===== src/rtl/keypad_pkg.sv =====
// keypad_pkg: shared types for the 4x4 keypad scanner.
// Holds the debounce FSM state encoding, the frame-class encoding,
// the key-code width and the per-frame payload handed from scan to debounce.
// Optional feature (see keypad_scan): KEYPAD_SCAN_EVENT_EN.
package keypad_pkg;

    localparam int unsigned KEY_W    = 4;
    localparam int unsigned NUM_COLS = 4;
    localparam int unsigned NUM_ROWS = 4;

    typedef enum logic [1:0] {
        ST_IDLE     = 2'd0,
        ST_PRESS_DB = 2'd1,
        ST_PRESSED  = 2'd2,
        ST_REL_DB   = 2'd3
    } db_state_e;

    typedef enum logic [1:0] {
        FC_NONE   = 2'd0,
        FC_SINGLE = 2'd1,
        FC_MULTI  = 2'd2
    } frame_class_e;

    // One completed scan frame; valid pulses for a single cycle.
    typedef struct packed {
        logic               valid;
        frame_class_e       cls;
        logic [KEY_W-1:0]   key;
    } frame_t;

    // Number of low (pressed) row bits, saturated at 2.
    function automatic logic [1:0] low_count(input logic [NUM_ROWS-1:0] r);
        logic [2:0] n;
        n = 3'd0;
        for (int i = 0; i < int'(NUM_ROWS); i++) begin
            n = n + 3'(~r[i]);
        end
        return (n >= 3'd2) ? 2'd2 : n[1:0];
    endfunction

    // Index of the lowest low row bit (only meaningful when one bit is low).
    function automatic logic [1:0] low_index(input logic [NUM_ROWS-1:0] r);
        logic [1:0] idx;
        idx = 2'd0;
        for (int i = int'(NUM_ROWS) - 1; i >= 0; i--) begin
            if (!r[i]) idx = 2'(i);
        end
        return idx;
    endfunction

endpackage


===== src/rtl/keypad_debounce.sv =====
// keypad_debounce: frame-level debounce FSM for the keypad scanner.
// Ports:
//   clk_i, rst_i  - system clock, synchronous active-high reset
//   frame_i       - completed frame (valid pulse, class, key code)
//   pressed_o     - high while a debounced key is held (registered)
//   key_o         - code of the last accepted key (registered)
//   event_o       - one-cycle pulse on press acceptance (KEYPAD_SCAN_EVENT_EN only)
module keypad_debounce
    import keypad_pkg::*;
#(
    parameter int unsigned DEBOUNCE_FRAMES = 5
) (
    input  logic             clk_i,
    input  logic             rst_i,
    input  frame_t           frame_i,
    output logic             pressed_o,
    output logic [KEY_W-1:0] key_o
`ifdef KEYPAD_SCAN_EVENT_EN
    ,
    output logic             event_o
`endif
);

    localparam int unsigned CNT_W = $clog2(DEBOUNCE_FRAMES + 1);
    localparam logic [CNT_W-1:0] CNT_LAST = CNT_W'(DEBOUNCE_FRAMES - 1);
    localparam logic [CNT_W-1:0] CNT_MAX  = {CNT_W{1'b1}};

    db_state_e        state_q, state_d;
    logic [CNT_W-1:0] cnt_q, cnt_d;
    logic [KEY_W-1:0] cand_q, cand_d;
    logic             pressed_q, pressed_d;
    logic [KEY_W-1:0] key_q, key_d;

    // Next-state logic, evaluated only on a frame-end pulse.
    always_comb begin
        state_d   = state_q;
        cnt_d     = cnt_q;
        cand_d    = cand_q;
        pressed_d = pressed_q;
        key_d     = key_q;
        if (frame_i.valid) begin
            case (state_q)
                ST_IDLE: begin
                    if (frame_i.cls == FC_SINGLE) begin
                        cand_d = frame_i.key;
                        if (DEBOUNCE_FRAMES == 1) begin
                            state_d   = ST_PRESSED;
                            cnt_d     = '0;
                            pressed_d = 1'b1;
                            key_d     = frame_i.key;
                        end else begin
                            state_d = ST_PRESS_DB;
                            cnt_d   = CNT_W'(1);
                        end
                    end
                end
                ST_PRESS_DB: begin
                    if (frame_i.cls == FC_SINGLE && frame_i.key == cand_q) begin
                        if (cnt_q >= CNT_LAST) begin
                            state_d   = ST_PRESSED;
                            cnt_d     = '0;
                            pressed_d = 1'b1;
                            key_d     = cand_q;
                        end else if (cnt_q != CNT_MAX) begin
                            cnt_d = cnt_q + CNT_W'(1);
                        end
                    end else begin
                        state_d = ST_IDLE;
                        cnt_d   = '0;
                    end
                end
                ST_PRESSED: begin
                    if (frame_i.cls == FC_NONE) begin
                        if (DEBOUNCE_FRAMES == 1) begin
                            state_d   = ST_IDLE;
                            cnt_d     = '0;
                            pressed_d = 1'b0;
                        end else begin
                            state_d = ST_REL_DB;
                            cnt_d   = CNT_W'(1);
                        end
                    end
                end
                ST_REL_DB: begin
                    if (frame_i.cls == FC_NONE) begin
                        if (cnt_q >= CNT_LAST) begin
                            state_d   = ST_IDLE;
                            cnt_d     = '0;
                            pressed_d = 1'b0;
                        end else if (cnt_q != CNT_MAX) begin
                            cnt_d = cnt_q + CNT_W'(1);
                        end
                    end else begin
                        state_d = ST_PRESSED;
                        cnt_d   = '0;
                    end
                end
                default: begin
                    state_d = ST_IDLE;
                    cnt_d   = '0;
                end
            endcase
        end
    end

    always_ff @(posedge clk_i) begin
        if (rst_i) begin
            state_q   <= ST_IDLE;
            cnt_q     <= '0;
            cand_q    <= '0;
            pressed_q <= 1'b0;
            key_q     <= '0;
        end else begin
            state_q   <= state_d;
            cnt_q     <= cnt_d;
            cand_q    <= cand_d;
            pressed_q <= pressed_d;
            key_q     <= key_d;
        end
    end

    assign pressed_o = pressed_q;
    assign key_o     = key_q;

`ifdef KEYPAD_SCAN_EVENT_EN
    logic event_q;

    // Rising edge of the debounced press, aligned with pressed_q.
    always_ff @(posedge clk_i) begin
        if (rst_i) event_q <= 1'b0;
        else       event_q <= pressed_d & ~pressed_q;
    end

    assign event_o = event_q;
`endif

endmodule


===== src/rtl/keypad_scan.sv =====
// keypad_scan: 4x4 matrix keypad scanner with frame debounce.
// Drives one active-low column at a time, samples rows at the end of each
// column period, classifies every 4-column frame and debounces it.
// Ports:
//   sys_clk, sys_rst - system clock, synchronous active-high reset
//   row              - keypad rows, active-low
//   col              - column drive, active-low one-hot (registered)
//   IsPressed        - debounced key held
//   keyboard_data    - code (row*4 + col) of the last accepted key
//   key_event        - one-cycle pulse on acceptance (only with KEYPAD_SCAN_EVENT_EN)
module keypad_scan
    import keypad_pkg::*;
#(
    parameter int unsigned SCAN_DIV        = 50000,
    parameter int unsigned DEBOUNCE_FRAMES = 5
) (
    input  logic                sys_clk,
    input  logic                sys_rst,
    input  logic [NUM_ROWS-1:0] row,
    output logic [NUM_COLS-1:0] col,
    output logic                IsPressed,
    output logic [KEY_W-1:0]    keyboard_data
`ifdef KEYPAD_SCAN_EVENT_EN
    ,
    output logic                key_event
`endif
);

    localparam int unsigned DIV_W = $clog2(SCAN_DIV);
    localparam logic [DIV_W-1:0] DIV_LAST = DIV_W'(SCAN_DIV - 1);

    logic [DIV_W-1:0]    div_q, div_d;
    logic [1:0]          col_idx_q, col_idx_d;
    logic [NUM_COLS-1:0] col_q, col_d;
    logic [1:0]          acc_q, acc_d;     // saturating low count within the frame
    logic [KEY_W-1:0]    key_q, key_d;     // key seen by the last single-low sample
    frame_t              frame_q, frame_d;

    logic [1:0]          lows;
    logic [1:0]          base;
    logic [2:0]          sum3;
    logic [1:0]          sum;
    logic [KEY_W-1:0]    key_now;

    // Column rotation, row sampling and frame classification.
    always_comb begin
        div_d     = div_q;
        col_idx_d = col_idx_q;
        col_d     = col_q;
        acc_d     = acc_q;
        key_d     = key_q;
        frame_d   = '0;
        lows      = low_count(row);
        base      = (col_idx_q == 2'd0) ? 2'd0 : acc_q;
        sum3      = 3'(base) + 3'(lows);
        sum       = (sum3 >= 3'd2) ? 2'd2 : sum3[1:0];
        key_now   = {low_index(row), col_idx_q};
        if (div_q == DIV_LAST) begin
            div_d     = '0;
            col_idx_d = col_idx_q + 2'd1;
            col_d     = ~(NUM_COLS'(1) << col_idx_d);
            acc_d     = sum;
            if (lows == 2'd1) key_d = key_now;
            if (col_idx_q == 2'd3) begin
                frame_d.valid = 1'b1;
                frame_d.key   = (lows == 2'd1) ? key_now : key_q;
                case (sum)
                    2'd0:    frame_d.cls = FC_NONE;
                    2'd1:    frame_d.cls = FC_SINGLE;
                    default: frame_d.cls = FC_MULTI;
                endcase
            end
        end else begin
            div_d = div_q + DIV_W'(1);
        end
    end

    always_ff @(posedge sys_clk) begin
        if (sys_rst) begin
            div_q     <= '0;
            col_idx_q <= 2'd0;
            col_q     <= 4'b1110;
            acc_q     <= 2'd0;
            key_q     <= '0;
            frame_q   <= '0;
        end else begin
            div_q     <= div_d;
            col_idx_q <= col_idx_d;
            col_q     <= col_d;
            acc_q     <= acc_d;
            key_q     <= key_d;
            frame_q   <= frame_d;
        end
    end

    assign col = col_q;

    keypad_debounce #(
        .DEBOUNCE_FRAMES(DEBOUNCE_FRAMES)
    ) u_debounce (
        .clk_i    (sys_clk),
        .rst_i    (sys_rst),
        .frame_i  (frame_q),
        .pressed_o(IsPressed),
        .key_o    (keyboard_data)
`ifdef KEYPAD_SCAN_EVENT_EN
        ,
        .event_o  (key_event)
`endif
    );

endmodule


===== config.mk =====
export PLATFORM = sky130hd
export DESIGN_NAME = keypad_scan
export DESIGN_NICKNAME = d
export VERILOG_FILES = /design/src/rtl/keypad_pkg.sv /design/src/rtl/keypad_debounce.sv /design/src/rtl/keypad_scan.sv
export SDC_FILE = /design/constraint.sdc
export NUM_CORES = 1
export LEC_CHECK = 0
export CORE_MARGIN = 2
export CORE_UTILIZATION = 55
export CTS_CLUSTER_DIAMETER = 50
export DETAILED_ROUTE_END_ITERATION = 12
export HOLD_SLACK_MARGIN = 0.15
export PLACE_DENSITY = 0.72
export SYNTH_ARGS = -nofsm -noshare
export SYNTH_HDL_FRONTEND = slang
export SYNTH_HIERARCHICAL = 1
export SYNTH_SLANG_ARGS = --single-unit

===== constraint.sdc =====
create_clock -name sys_clk -period 3.7 [get_ports sys_clk]
set_input_delay 0.74 -clock sys_clk [delete_from_list [all_inputs] [get_ports sys_clk]]
set_output_delay 0.74 -clock sys_clk [all_outputs]
set_load 0.02 [all_outputs]

==> impl_metrics.json <==
{
  "outcome": "finished, final reports clean",
  "syn_area_um2": 2371,
  "ctsResizeCount": 0,
  "cts-root-buf": "clkbuf_8",
  "cts_tree": "yes",
  "io_pins": 15,
  "cp-start-kind": "input pin",
  "rsz0062_at_grt": "no",
  "antenna_found_initial": 0,
  "finalClockSkew_ns": 0.007930,
  "clockBufferDepth": 2,
  "diodes": 0,
  "hp-class": "reg -> reg",
  "setup_tns_ns": 0,
  "dr.pass1.iters": 4,
  "synth_ff_type": "dfxtp_1",
  "synthCells": 258,
  "async_flop_share_pct": 0,
  "endpoint_kind": "flip-flop",
  "power_leakage_nw": 0.8949,
  "setup_viol": 0,
  "synth-simple-area-share_pct": 24.12,
  "period_minus_slack_ns": 3.212,
  "gp_congestion": 0.7826,
  "ir_drop_v": 0.0002342,
  "path_max_fanout": 4,
  "die-area_um2": 4852,
  "final_nets": 292,
  "power_density_nw_per_um2": 335.7,
  "cp.depth": 12,
  "crit_required_ns": 3.92,
  "first_iter_violations": 72,
  "hold_viol_final": 0,
  "drcViolationCount": 0,
  "path_cells": "clkdlybuf4s50_1 -> fa_1 -> inv_1 -> ha_1 -> inv_1 -> ha_1 -> and2_1 -> ha_1 -> fa_1 -> nor2_1 -> nand3_1 -> a21oi_1",
  "synth_edf_count": 0,
  "clk_pin_slew_worst_paths_ns": 0.08,
  "wire_per_inst_um": 12.58,
  "overflow": 0,
  "num-fill-cells": 352,
  "yosys.area.top_type": "dfxtp_1",
  "critical_path_arrival_ns": 3.44,
  "synth_xor_area_share_pct": 8.496,
  "fin_cells": 322,
  "crit_buf_inv": 3,
  "io_buffers": 14,
  "cts_setup_buffers": 0,
  "final_core_util_pct": 64.45,
  "synth_compound_area_share_pct": 12.19,
  "totalWireLength_um": 4051,
  "clkLatencyLatePin_ns": 0.30,
  "synth_area_per_cell_um2": 9.190,
  "synth_seq_cells": 49,
  "seq_area_frac_synth_pct": 41.37,
  "vias_per_cell": 5.463,
  "cpMostUsedCell": "ha_1",
  "worstRegToRegCells": 8,
  "power.total_w": 0.0008842,
  "core_um2": 4086,
  "synth_cell_types": 49,
  "cpPeakStageDelay_ns": 0.53,
  "worstMarginPinSlew_ns": 0.5462,
  "min_path_cells": 2,
  "synth_top_area_share_pct": 41.37,
  "die_w_um": 69.66,
  "die_h_um": 69.66,
  "start_util_pct": 58.02,
  "regArea_um2": 980.9,
  "crit_family": "adder cells",
  "grt_max_degree": 24,
  "syn2layout_area_growth_pct": 11.08,
  "layout-drive-gt1-share_pct": 6.985,
  "track_usage_pct": 18.04,
  "maxCapViolCount": 0,
  "rows": 23,
  "grt_pass1_wl_um": 7141,
  "synth_fa_ha_area_share_pct": 8.021,
  "ant_nets": 0,
  "htree_num_levels": 2,
  "ys_warn_count": 6,
  "multi_input_area_um2": 1292,
  "slowest_stage": "clkdlybuf4s50_1",
  "grt_pass1_vias": 1622,
  "clkSinkCount": 49,
  "synth_mux_area_share_pct": 1.689,
  "place_area_um2": 2547,
  "numCtsBuffers": 5,
  "vias": 1759,
  "synth_top_family_by_area": "simple AND/OR/NAND/NOR gates",
  "min_period_over_period_pct": 86.80,
  "dp_cells": 315,
  "slew_violations": 0,
  "worst-setup-path-type": "in -> reg",
  "synth_area_leaders": "dfxtp_1 (41%), nor2_1 (6.5%), ha_1 (6.3%)",
  "final_area_um2": 2634,
  "post-dp-hpwl_um": 3019,
  "relSlewSlack_pct": 63.48,
  "syn_nets": 278,
  "postCtsHoldBufs": 0,
  "fmax_ghz": 0.3114
}
## per-stage QoR
| stage | worst slack [ns] | hold WS, ns |
|---|---|---|
| after detailed placement | 0.1666 | 0.4525 |
| after global placement | 0.2788 | 0.4433 |
| after floorplan | 0.8713 | 0.4273 |
| final | 0.4885 | 0.4686 |
| after global routing | 0.3273 | 0.4877 |
| after CTS | 0.4630 | 0.4702 |
## worst register-to-register path: cells and delay by family, from the launching register on
family / cells / cell delay, ns
adders and majority gates: 3 / 0.85
AOI/OAI and AO/OA: 1 / 0.16
and+or+nand+nor: 3 / 0.45
buffers and inverters: 1 / 0.15
DFF: 1 / 0.40
## report_power, final
part / internal (W) / switching [W] / leakage, nW
logic: 0.0000191 / 0.0000262 / 0.455
registers: 0.000530 / 0.00000264 / 0.395
clock network: 0.000148 / 0.000158 / 0.0443
## cell type report
| cell class | instances | share of cell area [%] |
|---|---|---|
| tap | 50 | 2.375 |
| clock buffer | 7 | 3.278 |
| inverter | 13 | 1.853 |
| timing repair buffer | 17 | 6.176 |
| sequential | 49 | 37.24 |
| multi-input combinational | 186 | 49.07 |
## state kept, by name, summed over array words and instances, names as in the netlist
name and flops:
acc_q 2, col 4, col_idx_q 2, div_q 16
frame_q 7, key_q 4, u_debounce/cand_q 4, u_debounce/cnt_q 3
u_debounce/key_o 4, u_debounce/pressed_o 1, u_debounce/state_q 2
## routing by layer
layer / global-route usage (%) / vias up / wire length (um)
li1: - / 929 / -
met1: 23.45 / 800 / 2042
met2: 28.63 / 21 / 1804
met3: 3.488 / 9 / 111
met4: 8.974 / 0 / 92
met5: 0 / - / 0
## cell usage after synthesis, types with 6 or more instances
master	n
o31ai_1	6
ha_1	12
nor2b_1	6
nand2_1	11
inv_1	13
nand4_1	10
a211oi_1	7
buf_2	6
dfxtp_1	49
nor3_1	7
nand3_1	6
a21oi_1	14
xnor2_1	16
nor2_1	41
## worst paths after layout
check | start | endpoint | slack [ns]
worst max register to register | col_idx_q[0]$_SDFFE_PP0N_ | acc_q[0]$_SDFFE_PP0N_ | 1.63
worst min register to register | u_debounce/key_o[1]$_SDFFE_PP0P_ | u_debounce/key_o[1]$_SDFFE_PP0P_ | 0.47
worst max-delay path | row[1] | acc_q[0]$_SDFFE_PP0N_ | 0.49
worst min-delay path | u_debounce/key_o[1]$_SDFFE_PP0P_ | u_debounce/key_o[1]$_SDFFE_PP0P_ | 0.47
## logic make-up after synthesis
logic type	Yosys count
AO/OA/AOI/OAI	42
multiplexers	4
flip-flops	49
buffers and inverters	23
XOR/XNOR	20
adder cells (fa/ha/maj)	14
AND/OR/NAND/NOR	106
## cell usage in the layout (no fill, tap or decap), types with 3 or more instances in the layout
master           synthesis  routed
mux2i_1                  4       4
clkdlybuf4s50_1          0      14
nand4_1                 10      10
nor2_1                  41      41
buf_4                    1       3
a211oi_1                 7       7
nor3_1                   7       7
inv_1                   13      13
dfxtp_1                 49      49
a211o_1                  3       3
nand2_1                 11      11
nor4_1                   4       4
ha_1                    12      12
xnor2_1                 16      16
nor2b_1                  6       6
clkbuf_8                 0       6
nand3_1                  6       6
o31ai_1                  6       6
a21oi_1                 14      14
Power figures use the tool's default switching activity.
